## src/rtl/melody_buzzer_pkg.sv

```systemverilog
// Shared definitions for the melody buzzer: note codes, tone frequencies, FSM states.
// Latency: n/a (constants and pure functions only).
// Backpressure: n/a.
package melody_buzzer_pkg;

    localparam int HALF_W = 27;

    localparam logic [3:0] NOTE_MUTE  = 4'd0;
    localparam logic [3:0] NOTE_DO    = 4'd1;
    localparam logic [3:0] NOTE_RE    = 4'd2;
    localparam logic [3:0] NOTE_MI    = 4'd3;
    localparam logic [3:0] NOTE_FA    = 4'd4;
    localparam logic [3:0] NOTE_SOL   = 4'd5;
    localparam logic [3:0] NOTE_LA    = 4'd6;
    localparam logic [3:0] NOTE_SI    = 4'd7;
    localparam logic [3:0] NOTE_HI_DO = 4'd8;

    // Tone frequencies in Hz for codes NOTE_DO..NOTE_HI_DO, in order.
    localparam int NOTE_FREQ_HZ [8] = '{523, 587, 659, 698, 784, 880, 988, 1047};

    typedef enum logic [1:0] {
        ST_IDLE = 2'd0,
        ST_NOTE = 2'd1,
        ST_REST = 2'd2
    } state_t;

    // Half tone period in clk cycles, truncated; 0 means mute (codes 0 and 9..15).
    function automatic logic [HALF_W-1:0] half_period(input int host_hz, input logic [3:0] code);
        if (code >= NOTE_DO && code <= NOTE_HI_DO)
            return HALF_W'(host_hz / (2 * NOTE_FREQ_HZ[3'(code - NOTE_DO)]));
        return '0;
    endfunction

    // A programmed length of zero ticks plays as one tick.
    function automatic logic [7:0] len_ticks(input logic [7:0] len);
        return (len == 8'd0) ? 8'd1 : len;
    endfunction

endpackage

```

## src/rtl/melody_tone_gen.sv

```systemverilog
// Square-wave tone generator: toggles tone_o every `half` clk cycles, held low when half is 0.
// Latency: restart clears the counter at the next edge; first rise `half` cycles after that.
// Backpressure: none; free-running whenever restart is low.
module melody_tone_gen
    import melody_buzzer_pkg::*;
(
    input  logic              clk,
    input  logic              rst,
    input  logic              restart,
    input  logic [HALF_W-1:0] half,
    output logic              tone_o
);

    logic [HALF_W-1:0] cnt;

    // Half-period counter; restart or a mute code parks the output low with the counter at zero.
    always_ff @(posedge clk) begin
        if (rst || restart || half == '0) begin
            cnt    <= '0;
            tone_o <= 1'b0;
        end else if (cnt == half - HALF_W'(1)) begin
            cnt    <= '0;
            tone_o <= ~tone_o;
        end else begin
            cnt <= cnt + HALF_W'(1);
        end
    end

endmodule

```

## src/rtl/melody_buzzer.sv

```systemverilog
// Melody player: steps through a note table with programmable note/rest lengths, one-shot or looped.
// Latency: busy_o and the first note one cycle after start_i; outputs idle one cycle after stop_i/rst.
// Backpressure: none; start_i is dropped while busy or when stop_i is coincident.
module melody_buzzer
    import melody_buzzer_pkg::*;
#(
    parameter  int HOST_HZ = 100_000_000,
    parameter  int SEQ_LEN = 8,
    parameter  int TICK_HZ = 1000,
    localparam int AW      = $clog2(SEQ_LEN)
) (
    input  logic          clk,
    input  logic          rst,
    input  logic          start_i,
    input  logic          stop_i,
    input  logic          loop_i,
    input  logic [7:0]    note_len_i,
    input  logic [7:0]    rest_len_i,
    input  logic          wr_en_i,
    input  logic [AW-1:0] wr_addr_i,
    input  logic [3:0]    wr_note_i,
    output logic          busy_o,
    output logic          done_o,
    output logic [AW-1:0] note_idx_o,
    output logic          buzzer_out_o
);

    localparam int TICK_DIV = HOST_HZ / TICK_HZ;
    localparam int PW       = (TICK_DIV > 1) ? $clog2(TICK_DIV) : 1;

    logic [3:0]        note_tbl [SEQ_LEN];
    state_t            state;
    logic [AW-1:0]     idx;
    logic [3:0]        cur_code;
    logic              loop_r;
    logic [7:0]        note_len_r;
    logic [7:0]        rest_len_r;
    logic [7:0]        dur_cnt;
    logic [PW-1:0]     presc;
    logic [HALF_W-1:0] half;

    logic              tick;
    logic              phase_end;
    logic              last_idx;
    logic              has_rest;
    logic              advance;
    logic              start_ok;
    logic              enter_note;
    logic              tone_restart;
    logic [AW-1:0]     next_idx;

    assign tick       = (presc == PW'(TICK_DIV - 1));
    assign phase_end  = (state != ST_IDLE) && tick && (dur_cnt == 8'd1);
    assign last_idx   = (idx == AW'(SEQ_LEN - 1));
    assign has_rest   = (rest_len_r != 8'd0);
    assign advance    = phase_end && ((state == ST_REST) || !has_rest);
    assign start_ok   = (state == ST_IDLE) && start_i && !stop_i;
    assign enter_note = start_ok || (advance && !stop_i && (!last_idx || loop_r));
    assign next_idx   = last_idx ? '0 : idx + 1'b1;
    // Clearing on every NOTE entry makes each note start low; outside NOTE the tone stays parked.
    assign tone_restart = (state != ST_NOTE) || phase_end || stop_i || enter_note;
    assign note_idx_o   = idx;

    // Note table: cleared on reset, writable at any time; out-of-range addresses are dropped.
    always_ff @(posedge clk) begin
        if (rst) begin
            for (int i = 0; i < SEQ_LEN; i++)
                note_tbl[i] <= NOTE_MUTE;
        end else if (wr_en_i && (int'(wr_addr_i) < SEQ_LEN)) begin
            note_tbl[wr_addr_i] <= wr_note_i;
        end
    end

    // Half period of the latched note; each loop iteration folds to a constant.
    always_comb begin
        half = '0;
        for (int c = 0; c < 16; c++)
            if (cur_code == 4'(c))
                half = half_period(HOST_HZ, 4'(c));
    end

    // Playback FSM with the duration prescaler and tick counter; all outputs registered.
    always_ff @(posedge clk) begin
        if (rst) begin
            state      <= ST_IDLE;
            busy_o     <= 1'b0;
            done_o     <= 1'b0;
            idx        <= '0;
            cur_code   <= NOTE_MUTE;
            loop_r     <= 1'b0;
            note_len_r <= 8'd0;
            rest_len_r <= 8'd0;
            dur_cnt    <= 8'd0;
            presc      <= '0;
        end else begin
            done_o <= 1'b0;
            presc  <= (state == ST_IDLE || tick) ? '0 : presc + 1'b1;
            case (state)
                ST_IDLE: begin
                    if (start_ok) begin
                        state      <= ST_NOTE;
                        busy_o     <= 1'b1;
                        loop_r     <= loop_i;
                        note_len_r <= note_len_i;
                        rest_len_r <= rest_len_i;
                        dur_cnt    <= len_ticks(note_len_i);
                        idx        <= '0;
                        cur_code   <= note_tbl[0];
                    end
                end
                ST_NOTE, ST_REST: begin
                    if (stop_i) begin
                        state  <= ST_IDLE;
                        busy_o <= 1'b0;
                    end else if (phase_end) begin
                        if (state == ST_NOTE && has_rest) begin
                            state   <= ST_REST;
                            dur_cnt <= len_ticks(rest_len_r);
                        end else if (enter_note) begin
                            state    <= ST_NOTE;
                            idx      <= next_idx;
                            cur_code <= note_tbl[next_idx];
                            dur_cnt  <= len_ticks(note_len_r);
                        end else begin
                            state  <= ST_IDLE;
                            busy_o <= 1'b0;
                            done_o <= 1'b1;
                        end
                    end else if (tick) begin
                        dur_cnt <= dur_cnt - 8'd1;
                    end
                end
                default: begin
                    state  <= ST_IDLE;
                    busy_o <= 1'b0;
                end
            endcase
        end
    end

    melody_tone_gen u_tone (
        .clk     (clk),
        .rst     (rst),
        .restart (tone_restart),
        .half    (half),
        .tone_o  (buzzer_out_o)
    );

endmodule

```

## config.mk

```make
export PLATFORM = sky130hd
export DESIGN_NAME = melody_buzzer
export DESIGN_NICKNAME = d
export VERILOG_FILES = /design/src/rtl/melody_buzzer_pkg.sv /design/src/rtl/melody_tone_gen.sv /design/src/rtl/melody_buzzer.sv
export SDC_FILE = /design/constraint.sdc
export NUM_CORES = 1
export LEC_CHECK = 0
export BUFFER_PORTS_ARGS = -buffer_cell sky130_fd_sc_hd__buf_4
export CAP_MARGIN = 10
export CORE_MARGIN = 2
export CORE_UTILIZATION = 58
export CTS_BUF_LIST = sky130_fd_sc_hd__clkbuf_8
export DETAILED_ROUTE_END_ITERATION = 8
export PLACE_DENSITY = 0.79
export SLEW_MARGIN = 20
export SYNTH_ARGS = -nofsm -noshare
export SYNTH_HDL_FRONTEND = slang
export SYNTH_HIERARCHICAL = 1
export SYNTH_SLANG_ARGS = --single-unit
export TNS_END_PERCENT = 100
```

## constraint.sdc

```tcl
create_clock -name clk -period 3.2 [get_ports clk]
set_input_delay 0.64 -clock clk [delete_from_list [all_inputs] [get_ports clk]]
set_output_delay 0.64 -clock clk [all_outputs]
set_load 0.02 [all_outputs]
```

==> impl_metrics.ini, run 1 <==
[outcome]
outcome = finished with violations
violations = setup timing

[timing]
fin_crit_ps = 3348
timing_limited_maximum_frequency_mhz = 298.7
final.setup.tns_ps = -3332
relSlewSlack = 0.5550
worst-slew-pin-transition_ps = 665.9
holdWs_ps = 426.8
finalSetupViolations = 28
timing.final.crit_share = 1.046
setup_ws_ps = -148.1
rsz0062_at_grt = true
finalHoldViolations = 0
worst_clock_skew_ps = 12.96
final_max_slew_viol_count = 0

[cts]
clkSlewWorstSetupHoldPaths_ps = 80
cts_inserted_buffers = 17
cts_tree = built
clk-insertion-delay-late_ps = 450
cts_htree_levels = 4
cts_sinks = 113
clk_path_buf_depth = 2
ctsRootBufferMaster = sky130_fd_sc_hd__clkbuf_8

[layout]
instances_no_fill = 1033
stdcell_area_sq_mm = 0.008282
utilization = 0.7222
multi_input_comb_area_sq_mm = 0.004350
number_of_nets_in_the_finished_design = 917
post_route_cells_drive_above_1_share = 0.2191
syn2layout_area_growth_pct = 20.76
num-fill-cells = 805
layout.area.seq_sq_mm = 0.002595
num_antenna_cells = 0
leading_cell_types_in_the_layout_fill_and_taps_excluded = 77 x sky130_fd_sc_hd__dfxtp_1, 73 x sky130_fd_sc_hd__buf_4, 69 x sky130_fd_sc_hd__nand2_1
layout.cells.most_common = sky130_fd_sc_hd__dfxtp_1

[power]
reported_leakage_power_nw = 3.014
power_mw = 4.640
power_density_mw_per_mm2 = 560.3
p_switching_mw = 1.693
clock_power_share = 0.270
irDropWorstVdd_v = 0.0004235
switching_share = 0.3649
power_internal_mw = 2.947
p_comb_frac = 0.375
p_seq_frac = 0.355

[global_route]
grt_antenna_before_repair = 0
grt_pass1_wl_microns = 26700
vias_in_the_first_global_route = 5904
overall_fraction_of_global_route_tracks_in_use = 0.2569
grt_max_degree = 50
overflow = 0

[yosys]
synth.yosys.seq_area_share = 0.3766
number_of_flops_mapped_to_enable_cells_by_yosys = 32
postSynthRegisterBits = 113
synthesis.area_per_instance_sq_um = 8.837
synth_top_area_frac = 0.2365
synth_warnings = 6
synth_area_leaders = sky130_fd_sc_hd__dfxtp_1 24%, sky130_fd_sc_hd__edfxtp_1 14%, sky130_fd_sc_hd__xor2_1 5.0%, sky130_fd_sc_hd__xnor2_1 4.5%, sky130_fd_sc_hd__nand2_1 3.9%
synth_flop_cell = sky130_fd_sc_hd__dfxtp_1
post_synth_inst_count = 776
total_standard_cell_area_after_synthesis_sq_mm = 0.006858
async_reset_ff_frac = 0
synth_top_area_cell = sky130_fd_sc_hd__dfxtp_1
synth_cell_type_count = 83

[critical_path]
critical_path.endpoint_type = flip-flop
worstPathMaxFanout = 7
critPathLaunchType = flip-flop
worst_ep_arrival_time_ps = 3680
critical-path-slowest-cell = sky130_fd_sc_hd__dfxtp_4
worst_path_largest_cell_delay_ps = 370
r2r_start = cur_code[1]$_SDFFE_PP0P_
setup.worst_path.class = flip-flop to flip-flop
worst_ep_required_time_ps = 3540
r2r_setup_slack_ps = -150
cpMostUsedCell = sky130_fd_sc_hd__buf_4
cell_chain_critical_path = buf_6 > buf_4 > nor2b_1 > nor3_1 > a211oi_1 > buf_4 > nor4_4 > buf_4 > nand3_2 > nor3_2 > nand4_1 > o311a_1 > nand4b_1 > buf_4 > nor2_4 > clkbuf_16 > nor3_1
critical_path.startpoint = cur_code[1]$_SDFFE_PP0P_

[routing]
drt-vias-per-instance = 5.887
routed_wire_length_per_instance_microns = 15.88
number_of_remaining_drc_errors = 0
totalWireLength_microns = 16410
count_of_vias_placed_by_the_detailed_router = 6081
dr.pass1.iters = 6
drtAntennaViolNets = 0
drt-initial-drc-count = 417

[place]
hpwlAfterDp_microns = 11330
dpl_worst_slack_ps = -106.1
dpl_cell_area_sq_mm = 0.007624
place_congestion = 0.8956
placed_cells = 989
io_buffer_count = 34

[run]
maxCapViolCount = 0

[floorplan]
floorplan.io_pins = 35
core.rowCount = 39
die-area_sq_mm = 0.01271
chipWidth_microns = 112.7
die_y_microns = 112.7
floorplan.initialDensity = 0.5980
core_area_sq_mm = 0.01147

[hold_path]
classification_of_the_worst_slack_hold_path = input pin to flip-flop
worst_hold_startpoint = rest_len_i[7]
==> worst max-delay path, delay by kind of cell (launching register included) <==
family	cells	cell delay, ps
DFF	1	370
AOI/OAI and AO/OA	2	240
buffers and inverters	6	980
and+or+nand+nor	9	1650
==> sequential cells by signal, summed over array words and instances, names as in the netlist <==
name,count
note_tbl,32
u_tone/cnt,27
presc,17
dur_cnt,8
note_len_r,8
rest_len_r,8
cur_code,4
note_idx_o,3
state,2
busy_o,1
done_o,1
loop_r,1
u_tone/tone_o,1
==> synthesized netlist by cell type (16+ instances only) <==
| library cell | n |
|---|---|
| sky130_fd_sc_hd__nor2_1 | 70 |
| sky130_fd_sc_hd__xnor2_1 | 35 |
| sky130_fd_sc_hd__dfxtp_1 | 81 |
| sky130_fd_sc_hd__clkbuf_1 | 23 |
| sky130_fd_sc_hd__xor2_1 | 39 |
| sky130_fd_sc_hd__mux2i_1 | 22 |
| sky130_fd_sc_hd__nand3_1 | 26 |
| sky130_fd_sc_hd__o21ai_0 | 16 |
| sky130_fd_sc_hd__nor3_1 | 49 |
| sky130_fd_sc_hd__inv_1 | 20 |
| sky130_fd_sc_hd__edfxtp_1 | 32 |
| sky130_fd_sc_hd__nand2_1 | 71 |
| sky130_fd_sc_hd__a21oi_1 | 42 |
| sky130_fd_sc_hd__and2_1 | 39 |
==> layer usage <==
layer	up-vias	routed length [microns]	share of wire	global-route usage
li1	2962	-	-	-
met1	2876	6867	0.42	0.3029
met2	191	8199	0.50	0.4447
met3	52	871	0.053	0.06320
met4	0	469	0.029	0.1130
met5	-	0	0	0
==> power by group through the flow <==
| stage | combinational (mW) | sequential, mW | clock, mW |
|---|---|---|---|
| 6_report | 1.74 | 1.65 | 1.25 |
| 5_1_grt | 1.89 | 1.66 | 1.34 |
| 4_1_cts | 1.54 | 1.64 | 1.27 |
| 3_5_place_dp | 1.52 | 1.67 | 0 |
| 3_3_place_gp | 1.47 | 1.67 | 0 |
| 2_1_floorplan | 1.10 | 1.65 | 0 |
==> worst paths after layout <==
kind,to,cells past startpoint
worst min-delay path,rest_len_r[7]$_SDFFE_PP0P_,3
worst max register to register,u_tone/cnt[5]$_SDFF_PP0_,17
worst min register to register,busy_o$_SDFFE_PP0P_,2
worst max-delay path,u_tone/cnt[5]$_SDFF_PP0_,17
==> what timing repair did <==
action                                  in CTS  in global routing
gates cloned                                 0                  3
hold buffers                                 0                  0
buffers inserted                             1                  8
endpoints found under the setup margin      28                 28
hold endpoints to repair                     0                  0
pin swaps                                    5                 17
gates resized for setup                      7                 36
==> final cells by class <==
class                      instances  area share
inverter                          20    0.009065
timing repair buffer              83     0.08566
clock inverter                    15     0.01677
clock buffer                      17     0.02825
tap                              143     0.02160
sequential                       113      0.3133
multi-input combinational        642      0.5253
==> logic make-up (layout without fill, tap and decap cells) <==
logic type,count (synthesis),after routing,share of synthesized area
mux,27,27,0.04689
simple gates,361,361,0.2897
flops,113,113,0.3766
fa+ha+maj,11,11,0.02007
compound gates,132,132,0.1359
buf+inv,57,135,0.03576
other cells,1,37,0.0005468
xor+xnor,74,74,0.09451
No activity file was read; power rests on OpenSTA's default activity.
==> run 2: changes to the inputs <==
--- a/config.mk
+++ b/config.mk
@@ -8,10 +8,11 @@
 export BUFFER_PORTS_ARGS = -buffer_cell sky130_fd_sc_hd__buf_4
 export CAP_MARGIN = 10
 export CORE_MARGIN = 2
-export CORE_UTILIZATION = 58
+export CORE_UTILIZATION = 60
 export CTS_BUF_LIST = sky130_fd_sc_hd__clkbuf_8
 export DETAILED_ROUTE_END_ITERATION = 8
-export PLACE_DENSITY = 0.79
+export GPL_TIMING_DRIVEN = 0
+export PLACE_DENSITY = 0.78
 export SLEW_MARGIN = 20
 export SYNTH_ARGS = -nofsm -noshare
 export SYNTH_HDL_FRONTEND = slang
==> constraint.sdc (replaced) <==
create_clock -name clk -period 3.7 [get_ports clk]
set_input_delay 0.74 -clock clk [delete_from_list [all_inputs] [get_ports clk]]
set_output_delay 0.74 -clock clk [all_outputs]
set_load 0.02 [all_outputs]
==> run 2 against run 1 <==
Net effect:
- the flow now finishes without violations
- worst setup slack gained 310 ps
- non-clock buffer count is 7 lower
- sequential share of layout area rose by 1.3 points
- clock-buffer cell count unchanged
- core utilization decreased by 1.8 points
- critical path depth is 2 lower
- first-iteration DRC count up 11%
- final cell count fell by 0.68%
- design area shrank 4.2%
- power decreased by 17%
- clock power decreased by 12%
==> impl_metrics.ini, run 2 (synthesized netlist as in run 1, its figures left out) <==
[outcome]
outcome = finished clean

[global_route]
grt_pass1_wl_microns = 27370
grt-busiest-layer = met2
globalRouteMet3Util = 0.05577
overall_fraction_of_global_route_tracks_in_use = 0.2732
grt_antenna_before_repair = 0
vias_in_the_first_global_route = 5961
use_met1 = 0.3374
grt_max_degree = 17
grtUsageMet2 = 0.4569
overflow = 0

[layout]
number_of_nets_in_the_finished_design = 910
layout.cells.most_common = sky130_fd_sc_hd__dfxtp_1
largest_register = note_tbl
leading_cell_types_in_the_layout_fill_and_taps_excluded = 78 x sky130_fd_sc_hd__dfxtp_1, 71 x sky130_fd_sc_hd__nand2_1, 70 x sky130_fd_sc_hd__nor2_1
num_antenna_cells = 0
layout_top_registers = note_tbl: 32 flops, u_tone/cnt: 27 flops, presc: 17 flops
stdcell_area_sq_mm = 0.007938
syn2layout_area_growth_pct = 15.75
post_route_cells_drive_above_1_share = 0.1619
largest_register_ff_count = 32

[floorplan]
core.rowCount = 39
die-area_sq_mm = 0.01230
chipWidth_microns = 110.9
floorplan.initialDensity = 0.6084
floorplan.io_pins = 35
core_area_sq_mm = 0.01127
die_y_microns = 110.9

[place]
dpl_cell_area_sq_mm = 0.007427
hpwlAfterDp_microns = 12010
place_congestion = 0.8910
io_buffer_count = 34

[critical_path]
worst_path_largest_cell_delay_ps = 420
worst_ep_required_time_ps = 4040
r2r_setup_slack_ps = 160
worstPathMaxFanout = 10
setup.worst_path.class = flip-flop to flip-flop
cell_chain_critical_path = xnor2_2 > nor3_4 > or2_2 > inv_1 > ha_2 > nor4b_4 > buf_4 > a21oi_1 > o22ai_1 > nand4_1 > a2111oi_4 > nand4b_1 > nor2_4 > buf_6 > nor3_1
worst_ep_arrival_time_ps = 3880
critPathLaunchType = flip-flop
worstRegToRegCells = 15
critical-path-slowest-cell = sky130_fd_sc_hd__a2111oi_4
critical_path.endpoint_type = flip-flop
rr_endpoint = u_tone/cnt[19]$_SDFF_PP0_
r2r_start = cur_code[3]$_SDFFE_PP0P_

[run]
maxCapViolCount = 0

[routing]
totalWireLength_microns = 16290
routed_wire_length_per_instance_microns = 15.88
drt-initial-drc-count = 462
number_of_remaining_drc_errors = 0
dr.pass1.iters = 5
drt-vias-per-instance = 5.932
drtAntennaViolNets = 0
count_of_vias_placed_by_the_detailed_router = 6086

[timing]
worst-slew-pin-transition_ps = 819.2
final_max_slew_viol_count = 0
timing_limited_maximum_frequency_mhz = 282.4
finalHoldViolations = 0
worst_clock_skew_ps = 12.07
relSlewSlack = 0.4506
fin_crit_ps = 3540
timing.final.crit_share = 0.9569
final.setup.tns_ps = 0
rsz0062_at_grt = true
finalSetupViolations = 0

[cts]
clkSlewWorstSetupHoldPaths_ps = 70
ctsRootBufferMaster = sky130_fd_sc_hd__clkbuf_8
clk-insertion-delay-late_ps = 460
cts_inserted_buffers = 17
clk_path_buf_depth = 2
cts_htree_levels = 4
cts_sinks = 113
cts_tree = built

[power]
power_density_mw_per_mm2 = 482.4
reported_leakage_power_nw = 2.851
irDropWorstVdd_v = 0.0003182

[hold_path]
hold-path-cell-count = 1
worst_hold_startpoint = presc[0]$_SDFF_PP0_
classification_of_the_worst_slack_hold_path = flip-flop to flip-flop
hold_path_end = presc[0]$_SDFF_PP0_
## run 2: cell count changes in the layout (fill, tap and decap cells not counted), moves of 3 or more
cell,delta
sky130_fd_sc_hd__buf_2,+6
sky130_fd_sc_hd__clkbuf_1,+19
sky130_fd_sc_hd__nor3_1,+3
sky130_fd_sc_hd__nor2_2,-4
sky130_fd_sc_hd__nor2_1,+5
sky130_fd_sc_hd__buf_4,-31
sky130_fd_sc_hd__nor3_2,-3
sky130_fd_sc_hd__clkinvlp_4,-5
## run 2: per-layer routing
layer  vias to the layer above  part of all wire
met2                       238              0.49
met5                         -                 0
met3                        55             0.055
met1                      2848              0.42
li1                       2945                 -
met4                         0             0.034
## run 2: worst max path at each step
stage | start | endpoint | depth (start not counted)
3_3_place_gp | cur_code[3]$_SDFFE_PP0P_ | u_tone/cnt[11]$_SDFF_PP0_ | 15
5_1_grt | cur_code[2]$_SDFFE_PP0P_ | u_tone/cnt[18]$_SDFF_PP0_ | 15
2_1_floorplan | cur_code[3]$_SDFFE_PP0P_ | u_tone/cnt[11]$_SDFF_PP0_ | 15
6_report | cur_code[3]$_SDFFE_PP0P_ | u_tone/cnt[19]$_SDFF_PP0_ | 15
4_1_cts | cur_code[0]$_SDFFE_PP0P_ | u_tone/cnt[19]$_SDFF_PP0_ | 14
3_5_place_dp | cur_code[3]$_SDFFE_PP0P_ | u_tone/cnt[19]$_SDFF_PP0_ | 15
## run 2: final cells by class
type	instances	area, sq um
clock buffer	17	234.0
timing repair buffer	40	304.0
fill	892	3334
inverter	20	75.07
multi-input combinational	642	4238
buffer	36	182.7
clock inverter	15	136.4
tap	143	178.9
sequential	113	2589
## run 2: critical path: cells and delay by family (launching register included)
kind / cells / cell delay [ps]
compound gates: 3 / 610
xor+xnor: 1 / 210
fa+ha+maj: 1 / 210
buf+inv: 3 / 460
flops: 1 / 400
simple gates: 7 / 1520
## run 2: timing repair
item	4_1_cts	5_1_grt
pin swaps	4	4
setup endpoints to repair	28	28
hold buffers	0	0
gates resized for setup	11	21
buffers inserted	6	0
## run 2: metrics by stage
stage | std cells | utilization | power [mW] | setup slack, ps | hold WS [ps]
6_report | 1026 | 0.7042 | 3.829 | 159.5 | 473.7
5_1_grt | 1026 | 0.7042 | 4.022 | -12.25 | 497.7
4_1_cts | 1026 | 0.6990 | 3.773 | 7.720 | 475.6
3_5_place_dp | 989 | 0.6589 | 2.619 | -803.5 | 462.8
3_3_place_gp | 989 | 0.6589 | 2.565 | -590.9 | 440.9
2_1_floorplan | 812 | - | 2.343 | 193.1 | 426.3
## run 2: report_power, final
group          switching [mW]  internal, mW  total [mW]  leakage [nW]
clock network           0.565         0.535        1.10         0.186
logic                   0.789         0.517        1.31          1.70
registers              0.0775          1.35        1.42         0.965
